<file path="src/rtl/ni_cmdq_if.sv">
// Bus bundle between the CPU config port / DMNI Hermes engine and ni_cmdq.
// The slave modport is the command queue's view; the master modport is the
// view of whatever drives the CPU side and models the Hermes engine.
interface ni_cmdq_if #(
    parameter int HERMES_FLIT_SIZE = 32
);
    // CPU memory-mapped config port
    logic                        cfg_we_i;
    logic [3:0]                  cfg_addr_i;
    logic [31:0]                 cfg_data_i;
    logic [31:0]                 cfg_data_o;
    logic                        irq_o;

    // Hermes receive-side status levels
    logic                        hermes_receive_available_i;
    logic [HERMES_FLIT_SIZE-1:0] hermes_receive_flits_available_i;
    logic                        br_svc_rx_i;

    // Descriptor handshake towards the DMNI Hermes engine
    logic                        hermes_req_o;
    logic                        hermes_ack_i;
    logic                        hermes_done_i;
    logic                        hermes_operation_o;
    logic [31:0]                 hermes_size_o;
    logic [31:0]                 hermes_size_2_o;
    logic [31:0]                 hermes_address_o;
    logic [31:0]                 hermes_address_2_o;

    modport slave (
        input  cfg_we_i, cfg_addr_i, cfg_data_i,
        input  hermes_receive_available_i, hermes_receive_flits_available_i, br_svc_rx_i,
        input  hermes_ack_i, hermes_done_i,
        output cfg_data_o, irq_o,
        output hermes_req_o, hermes_operation_o,
        output hermes_size_o, hermes_size_2_o, hermes_address_o, hermes_address_2_o
    );

    modport master (
        output cfg_we_i, cfg_addr_i, cfg_data_i,
        output hermes_receive_available_i, hermes_receive_flits_available_i, br_svc_rx_i,
        output hermes_ack_i, hermes_done_i,
        input  cfg_data_o, irq_o,
        input  hermes_req_o, hermes_operation_o,
        input  hermes_size_o, hermes_size_2_o, hermes_address_o, hermes_address_2_o
    );
endinterface

</file>
<file path="src/rtl/ni_cmdq.sv">
// NI command queue: the CPU stages Hermes DMA descriptors in registers and
// pushes them into a circular queue; a three-state dispatcher hands them to
// the DMNI engine one at a time over req/ack/done. Also hosts a sticky,
// maskable IRQ block and a 16-bit completion counter.
module ni_cmdq #(
    parameter int HERMES_FLIT_SIZE = 32,
    parameter int CMDQ_DEPTH       = 4
) (
    input  logic    clk_i,
    input  logic    rst_i,
    ni_cmdq_if.slave bus
);
    localparam int PTR_W  = (CMDQ_DEPTH > 1) ? $clog2(CMDQ_DEPTH) : 1;
    localparam int CNT_W  = $clog2(CMDQ_DEPTH + 1);
    localparam int DESC_W = 129;

    localparam logic [3:0] A_STATUS     = 4'd0;
    localparam logic [3:0] A_IRQ_STATUS = 4'd1;
    localparam logic [3:0] A_IRQ_MASK   = 4'd2;
    localparam logic [3:0] A_FLITS      = 4'd3;
    localparam logic [3:0] A_CMD_OP     = 4'd4;
    localparam logic [3:0] A_CMD_SIZE   = 4'd5;
    localparam logic [3:0] A_CMD_SIZE_2 = 4'd6;
    localparam logic [3:0] A_CMD_ADDR   = 4'd7;
    localparam logic [3:0] A_CMD_ADDR_2 = 4'd8;
    localparam logic [3:0] A_CMD_PUSH   = 4'd9;
    localparam logic [3:0] A_DONE_COUNT = 4'd10;
    localparam logic [3:0] A_FLUSH      = 4'd11;

    typedef enum logic [1:0] {
        ST_IDLE = 2'd0,
        ST_REQ  = 2'd1,
        ST_RUN  = 2'd2
    } state_t;

    state_t state_reg, state_next;

    // Staging registers (CPU view of the next descriptor)
    logic        op_stage_reg;
    logic [31:0] size_stage_reg, size2_stage_reg, addr_stage_reg, addr2_stage_reg;

    // Descriptor currently presented to the engine
    logic        op_out_reg;
    logic [31:0] size_out_reg, size2_out_reg, addr_out_reg, addr2_out_reg;

    // Queue storage and bookkeeping
    logic [DESC_W-1:0] q_mem [CMDQ_DEPTH];
    logic [PTR_W-1:0]  wr_ptr_reg, rd_ptr_reg;
    logic [CNT_W-1:0]  count_reg, count_next;
    logic              q_empty, q_full;

    // IRQ, mask and completion counter
    logic        done_sticky_reg, ovf_sticky_reg;
    logic [3:0]  irq_mask_reg;
    logic [3:0]  irq_status;
    logic [3:0]  irq_masked;
    logic [15:0] done_cnt_reg;
    logic [15:0] done_cnt_next;

    // Decoded strobes
    logic wr_en, push, push_ok, flush, done_clr, w1c_done, w1c_ovf;
    logic pop, complete;
    logic [DESC_W-1:0] push_desc, head_desc;

    assign wr_en    = bus.cfg_we_i;
    assign push     = wr_en && (bus.cfg_addr_i == A_CMD_PUSH);
    assign flush    = wr_en && (bus.cfg_addr_i == A_FLUSH);
    assign done_clr = wr_en && (bus.cfg_addr_i == A_DONE_COUNT);
    assign w1c_done = wr_en && (bus.cfg_addr_i == A_IRQ_STATUS) && bus.cfg_data_i[2];
    assign w1c_ovf  = wr_en && (bus.cfg_addr_i == A_IRQ_STATUS) && bus.cfg_data_i[3];

    assign q_empty  = (count_reg == '0);
    assign q_full   = (count_reg == CNT_W'(CMDQ_DEPTH));
    // A pop in the same cycle never makes room for a push against a full queue.
    assign push_ok  = push && !q_full;

    assign push_desc = {op_stage_reg, size_stage_reg, size2_stage_reg,
                        addr_stage_reg, addr2_stage_reg};
    assign head_desc = q_mem[rd_ptr_reg];

    // Dispatcher next-state: pop in IDLE, wait for ack in REQ, wait for done in RUN.
    always_comb begin
        state_next = state_reg;
        pop        = 1'b0;
        complete   = 1'b0;
        case (state_reg)
            ST_IDLE: begin
                if (!q_empty) begin
                    pop        = 1'b1;
                    state_next = ST_REQ;
                end
            end
            ST_REQ: begin
                if (bus.hermes_ack_i) begin
                    if (bus.hermes_done_i) begin
                        complete   = 1'b1;
                        state_next = ST_IDLE;
                    end else begin
                        state_next = ST_RUN;
                    end
                end
            end
            ST_RUN: begin
                if (bus.hermes_done_i) begin
                    complete   = 1'b1;
                    state_next = ST_IDLE;
                end
            end
            default: state_next = ST_IDLE;
        endcase
    end

    // Dispatcher state register.
    always_ff @(posedge clk_i) begin
        if (rst_i) begin
            state_reg <= ST_IDLE;
        end else begin
            state_reg <= state_next;
        end
    end

    // Queue occupancy: flush wins over everything, push+pop together cancel.
    always_comb begin
        count_next = count_reg;
        if (flush) begin
            count_next = '0;
        end else if (push_ok && !pop) begin
            count_next = count_reg + CNT_W'(1);
        end else if (!push_ok && pop) begin
            count_next = count_reg - CNT_W'(1);
        end
    end

    // Queue pointers and count; pointers wrap naturally since depth is a power of two.
    always_ff @(posedge clk_i) begin
        if (rst_i) begin
            wr_ptr_reg <= '0;
            rd_ptr_reg <= '0;
            count_reg  <= '0;
        end else begin
            count_reg <= count_next;
            if (flush) begin
                wr_ptr_reg <= '0;
                rd_ptr_reg <= '0;
            end else begin
                if (push_ok) wr_ptr_reg <= wr_ptr_reg + PTR_W'(1);
                if (pop)     rd_ptr_reg <= rd_ptr_reg + PTR_W'(1);
            end
        end
    end

    // Queue storage, no reset so it maps onto RAM.
    always_ff @(posedge clk_i) begin
        if (push_ok) begin
            q_mem[wr_ptr_reg] <= push_desc;
        end
    end

    // Descriptor output registers: loaded on pop, held until the next pop.
    always_ff @(posedge clk_i) begin
        if (rst_i) begin
            op_out_reg    <= 1'b0;
            size_out_reg  <= '0;
            size2_out_reg <= '0;
            addr_out_reg  <= '0;
            addr2_out_reg <= '0;
        end else if (pop) begin
            {op_out_reg, size_out_reg, size2_out_reg, addr_out_reg, addr2_out_reg} <= head_desc;
        end
    end

    // CPU-writable staging and mask registers.
    always_ff @(posedge clk_i) begin
        if (rst_i) begin
            op_stage_reg    <= 1'b0;
            size_stage_reg  <= '0;
            size2_stage_reg <= '0;
            addr_stage_reg  <= '0;
            addr2_stage_reg <= '0;
            irq_mask_reg    <= '0;
        end else if (wr_en) begin
            case (bus.cfg_addr_i)
                A_IRQ_MASK:   irq_mask_reg    <= bus.cfg_data_i[3:0];
                A_CMD_OP:     op_stage_reg    <= bus.cfg_data_i[0];
                A_CMD_SIZE:   size_stage_reg  <= bus.cfg_data_i;
                A_CMD_SIZE_2: size2_stage_reg <= bus.cfg_data_i;
                A_CMD_ADDR:   addr_stage_reg  <= bus.cfg_data_i;
                A_CMD_ADDR_2: addr2_stage_reg <= bus.cfg_data_i;
                default: ;
            endcase
        end
    end

    // Sticky IRQ bits: a hardware set in the same cycle as a W1C wins.
    always_ff @(posedge clk_i) begin
        if (rst_i) begin
            done_sticky_reg <= 1'b0;
            ovf_sticky_reg  <= 1'b0;
        end else begin
            if (complete)      done_sticky_reg <= 1'b1;
            else if (w1c_done) done_sticky_reg <= 1'b0;
            if (push && q_full) ovf_sticky_reg <= 1'b1;
            else if (w1c_ovf)   ovf_sticky_reg <= 1'b0;
        end
    end

    // A write clears the counter; a completion in the same cycle still counts.
    assign done_cnt_next = (done_clr ? 16'd0 : done_cnt_reg) + {15'd0, complete};

    // Completion counter register.
    always_ff @(posedge clk_i) begin
        if (rst_i) begin
            done_cnt_reg <= '0;
        end else begin
            done_cnt_reg <= done_cnt_next;
        end
    end

    assign irq_status = {ovf_sticky_reg, done_sticky_reg,
                         bus.br_svc_rx_i, bus.hermes_receive_available_i};

    genvar gi;
    generate
        for (gi = 0; gi < 4; gi++) begin : g_irq_mask
            assign irq_masked[gi] = irq_status[gi] & irq_mask_reg[gi];
        end
    endgenerate

    assign bus.irq_o              = |irq_masked;
    assign bus.hermes_req_o       = (state_reg == ST_REQ);
    assign bus.hermes_operation_o = op_out_reg;
    assign bus.hermes_size_o      = size_out_reg;
    assign bus.hermes_size_2_o    = size2_out_reg;
    assign bus.hermes_address_o   = addr_out_reg;
    assign bus.hermes_address_2_o = addr2_out_reg;

    // Combinational read mux for the config port.
    always_comb begin
        logic [31:0] status_word;
        logic [31:0] flits_word;
        status_word = '0;
        status_word[0] = (state_reg != ST_IDLE);
        status_word[1] = q_empty;
        status_word[2] = q_full;
        status_word[8 +: CNT_W] = count_reg;
        flits_word = '0;
        flits_word[HERMES_FLIT_SIZE-1:0] = bus.hermes_receive_flits_available_i;

        bus.cfg_data_o = '0;
        case (bus.cfg_addr_i)
            A_STATUS:     bus.cfg_data_o = status_word;
            A_IRQ_STATUS: bus.cfg_data_o = {28'd0, irq_status};
            A_IRQ_MASK:   bus.cfg_data_o = {28'd0, irq_mask_reg};
            A_FLITS:      bus.cfg_data_o = flits_word;
            A_CMD_OP:     bus.cfg_data_o = {31'd0, op_stage_reg};
            A_CMD_SIZE:   bus.cfg_data_o = size_stage_reg;
            A_CMD_SIZE_2: bus.cfg_data_o = size2_stage_reg;
            A_CMD_ADDR:   bus.cfg_data_o = addr_stage_reg;
            A_CMD_ADDR_2: bus.cfg_data_o = addr2_stage_reg;
            A_DONE_COUNT: bus.cfg_data_o = {16'd0, done_cnt_reg};
            default:      bus.cfg_data_o = '0;
        endcase
    end
endmodule
</file>
<file path="src/flat_wrapper.sv">
// flat-port wrapper written by rule: the top's interface ports become plain ports
module ni_cmdq_flat 
#(
    parameter int HERMES_FLIT_SIZE = 32,
    parameter int CMDQ_DEPTH       = 4
)
  (clk_i, rst_i, bus_cfg_we_i, bus_cfg_addr_i, bus_cfg_data_i, bus_hermes_receive_available_i, bus_hermes_receive_flits_available_i, bus_br_svc_rx_i, bus_hermes_ack_i, bus_hermes_done_i, bus_cfg_data_o, bus_irq_o, bus_hermes_req_o, bus_hermes_operation_o, bus_hermes_size_o, bus_hermes_size_2_o, bus_hermes_address_o, bus_hermes_address_2_o);
  ni_cmdq_if #(.HERMES_FLIT_SIZE(HERMES_FLIT_SIZE)) bus_i ();
  input  logic clk_i;
  input  logic rst_i;
  input wire logic [$bits(bus_i.cfg_we_i)-1:0] bus_cfg_we_i;
  input wire logic [$bits(bus_i.cfg_addr_i)-1:0] bus_cfg_addr_i;
  input wire logic [$bits(bus_i.cfg_data_i)-1:0] bus_cfg_data_i;
  input wire logic [$bits(bus_i.hermes_receive_available_i)-1:0] bus_hermes_receive_available_i;
  input wire logic [$bits(bus_i.hermes_receive_flits_available_i)-1:0] bus_hermes_receive_flits_available_i;
  input wire logic [$bits(bus_i.br_svc_rx_i)-1:0] bus_br_svc_rx_i;
  input wire logic [$bits(bus_i.hermes_ack_i)-1:0] bus_hermes_ack_i;
  input wire logic [$bits(bus_i.hermes_done_i)-1:0] bus_hermes_done_i;
  output wire logic [$bits(bus_i.cfg_data_o)-1:0] bus_cfg_data_o;
  output wire logic [$bits(bus_i.irq_o)-1:0] bus_irq_o;
  output wire logic [$bits(bus_i.hermes_req_o)-1:0] bus_hermes_req_o;
  output wire logic [$bits(bus_i.hermes_operation_o)-1:0] bus_hermes_operation_o;
  output wire logic [$bits(bus_i.hermes_size_o)-1:0] bus_hermes_size_o;
  output wire logic [$bits(bus_i.hermes_size_2_o)-1:0] bus_hermes_size_2_o;
  output wire logic [$bits(bus_i.hermes_address_o)-1:0] bus_hermes_address_o;
  output wire logic [$bits(bus_i.hermes_address_2_o)-1:0] bus_hermes_address_2_o;
  assign bus_i.cfg_we_i = bus_cfg_we_i;
  assign bus_i.cfg_addr_i = bus_cfg_addr_i;
  assign bus_i.cfg_data_i = bus_cfg_data_i;
  assign bus_i.hermes_receive_available_i = bus_hermes_receive_available_i;
  assign bus_i.hermes_receive_flits_available_i = bus_hermes_receive_flits_available_i;
  assign bus_i.br_svc_rx_i = bus_br_svc_rx_i;
  assign bus_i.hermes_ack_i = bus_hermes_ack_i;
  assign bus_i.hermes_done_i = bus_hermes_done_i;
  assign bus_cfg_data_o = bus_i.cfg_data_o;
  assign bus_irq_o = bus_i.irq_o;
  assign bus_hermes_req_o = bus_i.hermes_req_o;
  assign bus_hermes_operation_o = bus_i.hermes_operation_o;
  assign bus_hermes_size_o = bus_i.hermes_size_o;
  assign bus_hermes_size_2_o = bus_i.hermes_size_2_o;
  assign bus_hermes_address_o = bus_i.hermes_address_o;
  assign bus_hermes_address_2_o = bus_i.hermes_address_2_o;
  ni_cmdq #(.HERMES_FLIT_SIZE(HERMES_FLIT_SIZE), .CMDQ_DEPTH(CMDQ_DEPTH)) u_core (.clk_i(clk_i), .rst_i(rst_i), .bus(bus_i));
endmodule
</file>
<file path="config.mk">
export PLATFORM = sky130hd
export DESIGN_NAME = ni_cmdq_flat
export DESIGN_NICKNAME = d
export VERILOG_FILES = /design/src/rtl/ni_cmdq_if.sv /design/src/rtl/ni_cmdq.sv /design/src/flat_wrapper.sv
export SDC_FILE = /design/constraint.sdc
export NUM_CORES = 1
export LEC_CHECK = 0
export ABC_CLOCK_PERIOD_IN_PS = 4700
export BUFFER_PORTS_ARGS = -buffer_cell sky130_fd_sc_hd__buf_2
export CAP_MARGIN = 0
export CORE_MARGIN = 2
export CORE_UTILIZATION = 45
export DETAILED_ROUTE_END_ITERATION = 10
export PLACE_DENSITY = 0.65
export SLEW_MARGIN = 5
export SYNTH_ARGS = -nofsm -noshare
export SYNTH_HDL_FRONTEND = slang
export SYNTH_SLANG_ARGS = --single-unit
</file>
<file path="constraint.sdc">
create_clock -name clk_i -period 4.7 [get_ports clk_i]
set_input_delay 0.235 -clock clk_i [delete_from_list [all_inputs] [get_ports clk_i]]
set_output_delay 0.235 -clock clk_i [all_outputs]
set_load 0.05 [all_outputs]
</file>
**Word-level counts from Yosys, hierarchy flattened**

Memories as Yosys holds them, arrays and structs flattened. A register that Yosys moved wholly into a read port is not among the register bits.
Index checks and enable logic that the tools add are counted.

- Register bits after elaboration: 160
- Memory bits (writable): 516
- Bits of input ports: 75
- Output and inout port bits: 163
- Logic and storage cells: 89
- Memories kept: 1

- Add/subtract/negate cells: 5
- Equal/unequal tests: 17
- Mux-type cells: 20
- Bitwise operators: 4
- Reduce and logical (&&, ||, !) cells: 29

Memories:

| memory | words | bits a word | rd ports | clocked after Yosys merged registers in | wr ports | RTL line | RTL |
|---|---|---|---|---|---|---|---|
| u_core.q_mem | 4 | 129 | 1 | 1 | 1 | ni_cmdq.sv:47 | `logic [DESC_W-1:0] q_mem [CMDQ_DEPTH];` |

Operators by type and width:

| operator | number |
|---|---|
| $pmux 32 s10 | 1 |
| $add 16x1->16 | 1 |
| $eq 4x3->1 const B | 4 |
| $eq 4x4->1 const B | 4 |
| $mux 16 | 1 |
| $reduce_and 2->1 | 6 |
| $logic_and 1x1->1 | 10 |
| $mux 1 | 10 |
| $eq 4x2->1 const B | 2 |
| $mux 2 | 4 |
| $reduce_bool 2->1 | 4 |
| $mux 3 | 2 |
| $ne 2x2->1 const B | 3 |
| $pmux 2 s3 | 1 |
| $add 2x1->2 const B | 2 |
| $and 1x1->1 | 4 |
| $eq 4x1->1 const B | 1 |
| $logic_not 4->1 | 1 |
| $reduce_or 4->1 | 1 |
| $add 3x1->3 const B | 1 |
| $eq 3x3->1 const B | 1 |
| $logic_not 1->1 | 3 |
| $logic_not 3->1 | 1 |
| $reduce_and 3->1 | 1 |
| other kinds (6) | 6 |

**Logic depth before layout (Yosys ltp)**

Gate-level depths: netlist of run 1.

- Depth in word-level cells: 7
- Mapped depth: 12
- Depth with buffers taken out: 10

**Worst setup path before layout of run 1**

Ideal clock, no wire load.

- Path kind: input-to-reg
- Start: input bus_cfg_addr_i[2]
- End: memory u_core.q_mem[1][0], enable pin
- Data arrival time: 4.034 ns
- Data required time: 4.197 ns
- Setup slack: 0.163 ns
- Stages: 4
- Path buffers: 1
- Cell sequence: buf_4 -> nand3b_1 -> nor3b_2 -> and2_1

- Longest elaborated chain between the ends: 5

RTL lines:

| what | RTL line | RTL |
|---|---|---|
| start: declaration | flat_wrapper.sv:12 | `input wire logic [$bits(bus_i.cfg_addr_i)-1:0] bus_cfg_addr_i;` |
| $eq 4x4->1 | ni_cmdq.sv:66 | `assign push = wr_en && (bus.cfg_addr_i == A_CMD_PUSH);` |
| $logic_and 1x1->1 | ni_cmdq.sv:66 |  |
| $logic_and 1x1->1 | ni_cmdq.sv:75 | `assign push_ok = push && !q_full;` |
| net u_core.push_ok | ni_cmdq.sv:61 | `logic wr_en, push, push_ok, flush, done_clr, w1c_done, w1c_ovf;` |
| $mux 1 | ni_cmdq.sv:154 | `if (push_ok) begin` |
| $mux 1 (not written as such) | ni_cmdq.sv:155 | `q_mem[wr_ptr_reg] <= push_desc;` |
| end: declaration | ni_cmdq.sv:47 |  |

The timed path passes the listed nets, and every way through them passes these cells.

**Worst setup path after layout of run 1**

- Start: input bus_cfg_addr_i[1]
- End: output bus_cfg_data_o[2]

- Longest elaborated chain between the ends: 2
- Elaborated cells on any way between the ends: 11

RTL lines:

| what | RTL line | RTL |
|---|---|---|
| $eq 4x4->1 (tied with other cells) | ni_cmdq.sv:250 | `case (bus.cfg_addr_i)` |
| $pmux 32 s10 * | ni_cmdq.sv:250 |  |
| end: declaration | flat_wrapper.sv:19 | `output wire logic [$bits(bus_i.cfg_data_o)-1:0] bus_cfg_data_o;` |

Every way passes the cells marked *; elsewhere a longest branch is shown, timed or not.

==> results.yml, run 1 <==
cts:
  cts_tree: "built"
  htreeDepth: 3
  cts-resized-gates: 0
  cts_hold_buf: 34
  clk_latency_ns: 0.64
  cts_buffers: 83
  cts.sinks: 805
  cts-root-buf: "clkbuf_16"
  postCtsSetupRepairBufs: 0
  cts_buffer_depth: 3
  clkTransAtPathRegs_ns: 0.06
timing:
  max_freq_ghz: 0.341
  hold_viol: 0
  clock_skew_ns: 0.0203
  timing.setup.tns_ns: 0
  maxSlewViolCount: 0
  worst_pin_slew_ns: 1.41
  finalSetupViolCount: 0
  rsz0062_at_grt: "no"
  fin_crit_ns: 2.93
  fin_crit_sh_pct: 62.4
  maxSlewHeadroom_pct: 5.45
grt:
  grtUsageTotal_pct: 22.5
  antenna_found_initial: 6
  grtUsageMet3_pct: 4.71
  grt_start_max_net_pins: 138
  grt_util_met2_pct: 37.3
  grt_pass1_wl_um: 118000
  use_met1_pct: 30.4
  grt_overflow: 0
  top_usage_layer: "met2"
  grt_pass1_vias: 18656
critical_path:
  cp.required_ns: 4.47
  cp_top_family: "simple AND/OR/NAND/NOR gates"
  cp-start-kind: "primary input"
  end_kind: "primary output"
  r2r_start: "u_core.state_reg[0]$_SDFFE_PP0P_"
  path_cells: "buf_2, nand2b_1, nor2_1, a22oi_1, nand3_1, buf_2"
  r2r_cells: 7
  crit_fanout: 15
  crit_arrival_ns: 2.70
  crit_path_max_incr_delay_ns: 1.10
  r2r_slack_ns: 1.94
  worstSetupStartpoint: "bus_cfg_addr_i[1]"
  critical_path_depth: 6
  rr_endpoint: "u_core.bus.hermes_size_o[25]$_SDFFE_PP0P_"
  crit_top_cell: "buf_2"
  timing.critical_path.to: "bus_cfg_data_o[2]"
  critPathKind: "primary input to primary output"
  cp_num_buf_inv: 2
  cp_slowest_cell: "nor2_1"
pwr:
  fin_total_pwr_uw: 19700
  net-switching-power_uw: 6650
  peakVddDrop_uv: 415
  combPwrFrac_pct: 25.7
  p_int_uw: 13100
  power_frac_clock_pct: 32.0
  pwr-share-seq_pct: 42.2
  swShare_pct: 33.7
  powerDensity_mw_per_mm2: 562
  power_leakage_uw: 0.0122
floorplan:
  core_area_mm2: 0.0660
  io-pin-count: 238
  rows: 94
  die_x_um: 262
  fp.dieArea_mm2: 0.0688
  initial_utilization_pct: 45.5
  chipHeight_um: 262
yosys:
  synth_seq_cells: 805
  yosys.area.top_type_share_pct: 51.6
  synth_cell_types: 56
  syn_avg_cell_area_um2: 14.0
  yosys_most_used_dff: "edfxtp_1"
  ys.warnings.count: 0
  synth_top_cell_by_area: "edfxtp_1"
  synth.area.top_cells: "edfxtp_1, dfxtp_1, mux4_2"
  ys_async_sr_fraction_pct: 0
  synth.most_common_cell: "nand2_1"
  synth_enable_flop_cells: 516
  synth_fp_nets: 2235
  yosys-top-cells-count: "nand2_1, edfxtp_1, dfxtp_1"
  seq_area_frac_synth_pct: 70.8
  syn_area_mm2: 0.0300
  netlist_instances: 2149
flow_run:
  max_cap_violations: 0
cells_and_area:
  fillers: 5388
  finalNetCount: 2478
  regArea_mm2: 0.0213
  drive_gt1_share_pct: 21.8
  multiInputGateArea_mm2: 0.00815
  area_delta_synth_final_pct: 16.8
  top_register: "u_core.q_mem"
  largest_register_ffs: 516
drt:
  remaining_drc_errors: 0
  detail-route-antenna-nets: 0
  firstDrtPassIters: 8
  wirelength_um: 78000
  dr_total_vias: 18798
  wire_per_inst_um: 23.4
  via_per_inst: 5.65
  drt_iter0_drc: 1908
placement:
  gp_congestion: 0.935
  place_hpwl_um: 49800
  io_buffer_count: 237
worst_hold_path:
  hold_class: "primary input to register"
status:
  status: "finished, final reports clean"
## tightest hold or removal path: stages
cell     delay, ns
buf_2         0.11
o22ai_1       0.10
nor2_1        0.10
nor3_1        0.05
## cell usage in the layout, fill, tap and decap left out, drive strengths merged, types with 3 or more instances in the layout
cell	synthesis	layout
nand3	26	26
ha	10	10
buf	71	265
a21oi	271	271
nand2	546	546
a32oi	3	3
clkinvlp	0	4
a22o	3	3
xor2	11	11
nand4	7	7
a222oi	14	14
nor2	28	28
clkinv	0	31
dlygate4sd3	0	34
clkbuf	71	115
mux4	129	129
a211o	3	3
or3	7	7
edfxtp	516	516
nand3b	5	5
a22oi	62	62
nor3	5	5
mux2i	9	9
and2	8	8
mux2	3	3
inv	10	15
dfxtp	289	289
o21ai	11	11
## metal layers
metal | up-vias | wire [um]
met5 | - | 13
met4 | 2 | 1910
met3 | 126 | 6420
met2 | 810 | 38000
li1 | 8428 | -
met1 | 9432 | 31700
## how the worst min path moves through the flow
stage | from | endpoint | slack [ns] | depth (start not counted)
floorplan | bus_cfg_data_i[2] | u_core.addr_stage_reg[2]$_SDFFE_PP0P_ | 0.37 | 2
global placement | u_core.bus.hermes_address_o[28]$_SDFFE_PP0P_ | u_core.bus.hermes_address_o[28]$_SDFFE_PP0P_ | 0.44 | 2
detailed placement | u_core.bus.hermes_size_2_o[31]$_SDFFE_PP0P_ | u_core.bus.hermes_size_2_o[31]$_SDFFE_PP0P_ | 0.44 | 2
CTS | bus_hermes_ack_i | u_core.state_reg[0]$_SDFFE_PP0P_ | 0.01 | 4
global route | bus_cfg_we_i | u_core.ovf_sticky_reg$_SDFFE_PP0P_ | 0.07 | 4
finish | bus_hermes_ack_i | u_core.state_reg[0]$_SDFFE_PP0P_ | 0.02 | 4
## logic make-up after synthesis
| group | Yosys count | synth area share [%] |
|---|---|---|
| simple gates | 649 | 8.78 |
| flops | 805 | 70.8 |
| compound gates | 378 | 7.27 |
| fa+ha+maj | 11 | 0.483 |
| buf+inv | 152 | 2.17 |
| mux | 141 | 10.1 |
| xor+xnor | 13 | 0.379 |
## power by group through the flow
| stage | registers, uW | clock network [uW] | logic [uW] |
|---|---|---|---|
| 2_1_floorplan | 9740 | 0 | 2540 |
| 3_5_place_dp | 8510 | 0 | 5160 |
| 3_3_place_gp | 8500 | 0 | 5130 |
| 6_report | 8340 | 6320 | 5080 |
| 5_1_grt | 8420 | 6730 | 5470 |
| 4_1_cts | 8360 | 6430 | 5210 |
## area by class of cell
class	instances	area share [%]
flip-flops and latches	805	60.7
well taps	864	3.08
clock buffers	114	6.57
multi-input cells	1192	23.2
clock inverters	42	0.977
diodes	2	0.0143
repair buffers	300	5.37
inverters	10	0.114
## stage by stage
| stage | area [um^2] | util [%] | setup slack, ns | hold WS (ns) | instances |
|---|---|---|---|---|---|
| floorplan | 30000 | - | 0.163 | 0.371 | 2149 |
| global placement | 32100 | 48.6 | 1.78 | 0.441 | 3136 |
| detailed placement | 32100 | 48.6 | 1.68 | 0.444 | 3136 |
| CTS | 35100 | 53.2 | 1.93 | 0.00976 | 3326 |
| global route | 35100 | 53.2 | 1.68 | 0.0703 | 3328 |
| finish | 35100 | 53.2 | 1.77 | 0.0220 | 3329 |
Note: power is estimated with default switching activity, not from simulation.
==> inputs of run 2 (changes only) <==
--- a/config.mk
+++ b/config.mk
@@ -5,13 +5,12 @@
 export SDC_FILE = /design/constraint.sdc
 export NUM_CORES = 1
 export LEC_CHECK = 0
-export ABC_CLOCK_PERIOD_IN_PS = 4700
+export ABC_CLOCK_PERIOD_IN_PS = 2700
 export BUFFER_PORTS_ARGS = -buffer_cell sky130_fd_sc_hd__buf_2
 export CAP_MARGIN = 0
 export CORE_MARGIN = 2
 export CORE_UTILIZATION = 45
 export DETAILED_ROUTE_END_ITERATION = 10
-export PLACE_DENSITY = 0.65
 export SLEW_MARGIN = 5
 export SYNTH_ARGS = -nofsm -noshare
 export SYNTH_HDL_FRONTEND = slang
==> constraint.sdc (replaced) <==
create_clock -name clk_i -period 2.7 [get_ports clk_i]
set_input_delay 0.135 -clock clk_i [delete_from_list [all_inputs] [get_ports clk_i]]
set_output_delay 0.135 -clock clk_i [all_outputs]
set_load 0.05 [all_outputs]
==> results.yml, run 2 (synthesis results as in run 1) <==
status:
  status: "finished, final reports clean"
critical_path:
  cp_slowest_cell: "dlygate4sd3_1"
  crit_top_cell: "dlygate4sd3_1"
  crit_fanout: 6
  cp_top_family: "buffers and inverters"
  end_kind: "register"
  crit_arrival_ns: 3.11
  cp_num_buf_inv: 2
  path_cells: "nor3_1, and2_1, or4_1, dlygate4sd3_1, a21oi_1, dlygate4sd3_1"
  cp.required_ns: 3.26
  crit_path_max_incr_delay_ns: 0.57
  critPathKind: "register to register"
  cp-start-kind: "register"
pwr:
  powerDensity_mw_per_mm2: 984
  peakVddDrop_uv: 1140
  power_leakage_uw: 0.0125
grt:
  grtUsageTotal_pct: 22.9
  antenna_found_initial: 8
  grt_pass1_wl_um: 118000
  grt_overflow: 0
  grt_start_max_net_pins: 132
  grt_pass1_vias: 18674
cells_and_area:
  largest_register_ffs: 516
  post-route-util_pct: 54.1
  fillers: 5457
  finalNetCount: 2513
  area_delta_synth_final_pct: 18.8
  layout_common_cells: "nand2_1, edfxtp_1, dfxtp_1"
  top_register: "u_core.q_mem"
  drive_gt1_share_pct: 22.9
  final_common_cell: "nand2_1"
placement:
  place_hpwl_um: 51900
  gp_congestion: 0.932
  io_buffer_count: 237
floorplan:
  initial_utilization_pct: 45.5
  die_x_um: 262
  io-pin-count: 238
  chipHeight_um: 262
  fp.dieArea_mm2: 0.0688
  core_area_mm2: 0.0660
  rows: 94
cts:
  cts_buffers: 82
  htreeDepth: 3
  postCtsSetupRepairBufs: 0
  clkTransAtPathRegs_ns: 0.06
  cts-root-buf: "clkbuf_16"
  cts_tree: "built"
  clk_latency_ns: 0.64
  cts_buffer_depth: 3
  cts.sinks: 805
drt:
  top_layer: "met5"
  met3_length_um: 6010
  wl_met2_um: 39300
  remaining_drc_errors: 0
  dr_total_vias: 18864
  wire_per_inst_um: 23.7
  wirelength_um: 79600
  detail-route-antenna-nets: 0
  drt_iter0_drc: 1801
  via_per_inst: 5.60
  m1WireLength_um: 32400
  firstDrtPassIters: 8
timing:
  fin_crit_ns: 2.55
  clock_skew_ns: 0.0289
  finalSetupViolCount: 0
  maxSlewHeadroom_pct: 47.8
  fin_crit_sh_pct: 94.6
  maxSlewViolCount: 0
  worst_pin_slew_ns: 0.782
  max_freq_ghz: 0.392
  rsz0062_at_grt: "no"
  timing.setup.tns_ns: 0
  hold_viol: 0
flow_run:
  max_cap_violations: 0
worst_hold_path:
  hold_class: "primary input to register"
[run 2: changes by cell type in the layout (fill, tap and decap cells not counted), sizes merged]
cell and change:
diode +3, clkinvlp -2, clkinv +4, buf +33, dlygate4sd3 +3, clkbuf -12
bufinv +8
[run 2: cell type report]
type	count	area, um^2	share of cell area (%)
tap	864	1080	3.03
timing repair buffer	336	2330	6.53
clock buffer	102	2240	6.28
antenna	5	12.5	0.0351
inverter	10	40.0	0.112
sequential	805	21300	59.7
multi-input combinational	1192	8150	22.8
clock inverter	52	532	1.49
[run 2: metal layers]
metal | track usage (%) | vias to the layer above
li1 | - | 8506
met1 | 30.1 | 9527
met2 | 38.4 | 710
met3 | 4.68 | 115
met4 | 6.76 | 6
met5 | 0 | -
[run 2: where the power goes]
part | internal [uW] | switching [uW]
clock | 6870 | 4730
sequential | 13800 | 585
combinational | 2860 | 6230
[run 2: through the flow]
step	hold slack [ns]	instance area (um^2)	setup slack [ns]	std cells	power (uW)
after global placement	0.413	32500	0.373	3170	23900
after global routing	0.0671	35700	0.0428	3364	36600
after CTS	0.0322	35700	0.190	3361	35600
after detailed placement	0.421	32500	0.375	3170	23900
final	0.0185	35700	0.147	3366	35100
after floorplan	0.271	30000	-0.318	2149	21400
[run 2: path summary, 6_finish.rpt]
kind,slack (ns),startpoint,depth (start not counted),end
max,0.15,u_core.count_reg[1]$_SDFFE_PP0P_,6,u_core.state_reg[1]$_SDFFE_PP0P_
min,0.02,rst_i,2,u_core.done_cnt_reg[1]$_SDFF_PP0_
max reg2reg,0.15,u_core.count_reg[1]$_SDFFE_PP0P_,6,u_core.state_reg[1]$_SDFFE_PP0P_
min reg2reg,0.45,u_core.bus.hermes_size_2_o[13]$_SDFFE_PP0P_,2,u_core.bus.hermes_size_2_o[13]$_SDFFE_PP0P_
[run 2: worst reg2reg max path: stages, from the launching register on]
cell           delay, ns
dfxtp_1             0.48
nor3_1              0.16
and2_1              0.19
or4_1               0.39
dlygate4sd3_1       0.57
a21oi_1             0.13
dlygate4sd3_1       0.57
[run 2: what timing repair did]
action,4_1_cts,5_1_grt
hold buffers,37,0
endpoints found under the hold margin,137,0
resized for setup,0,0
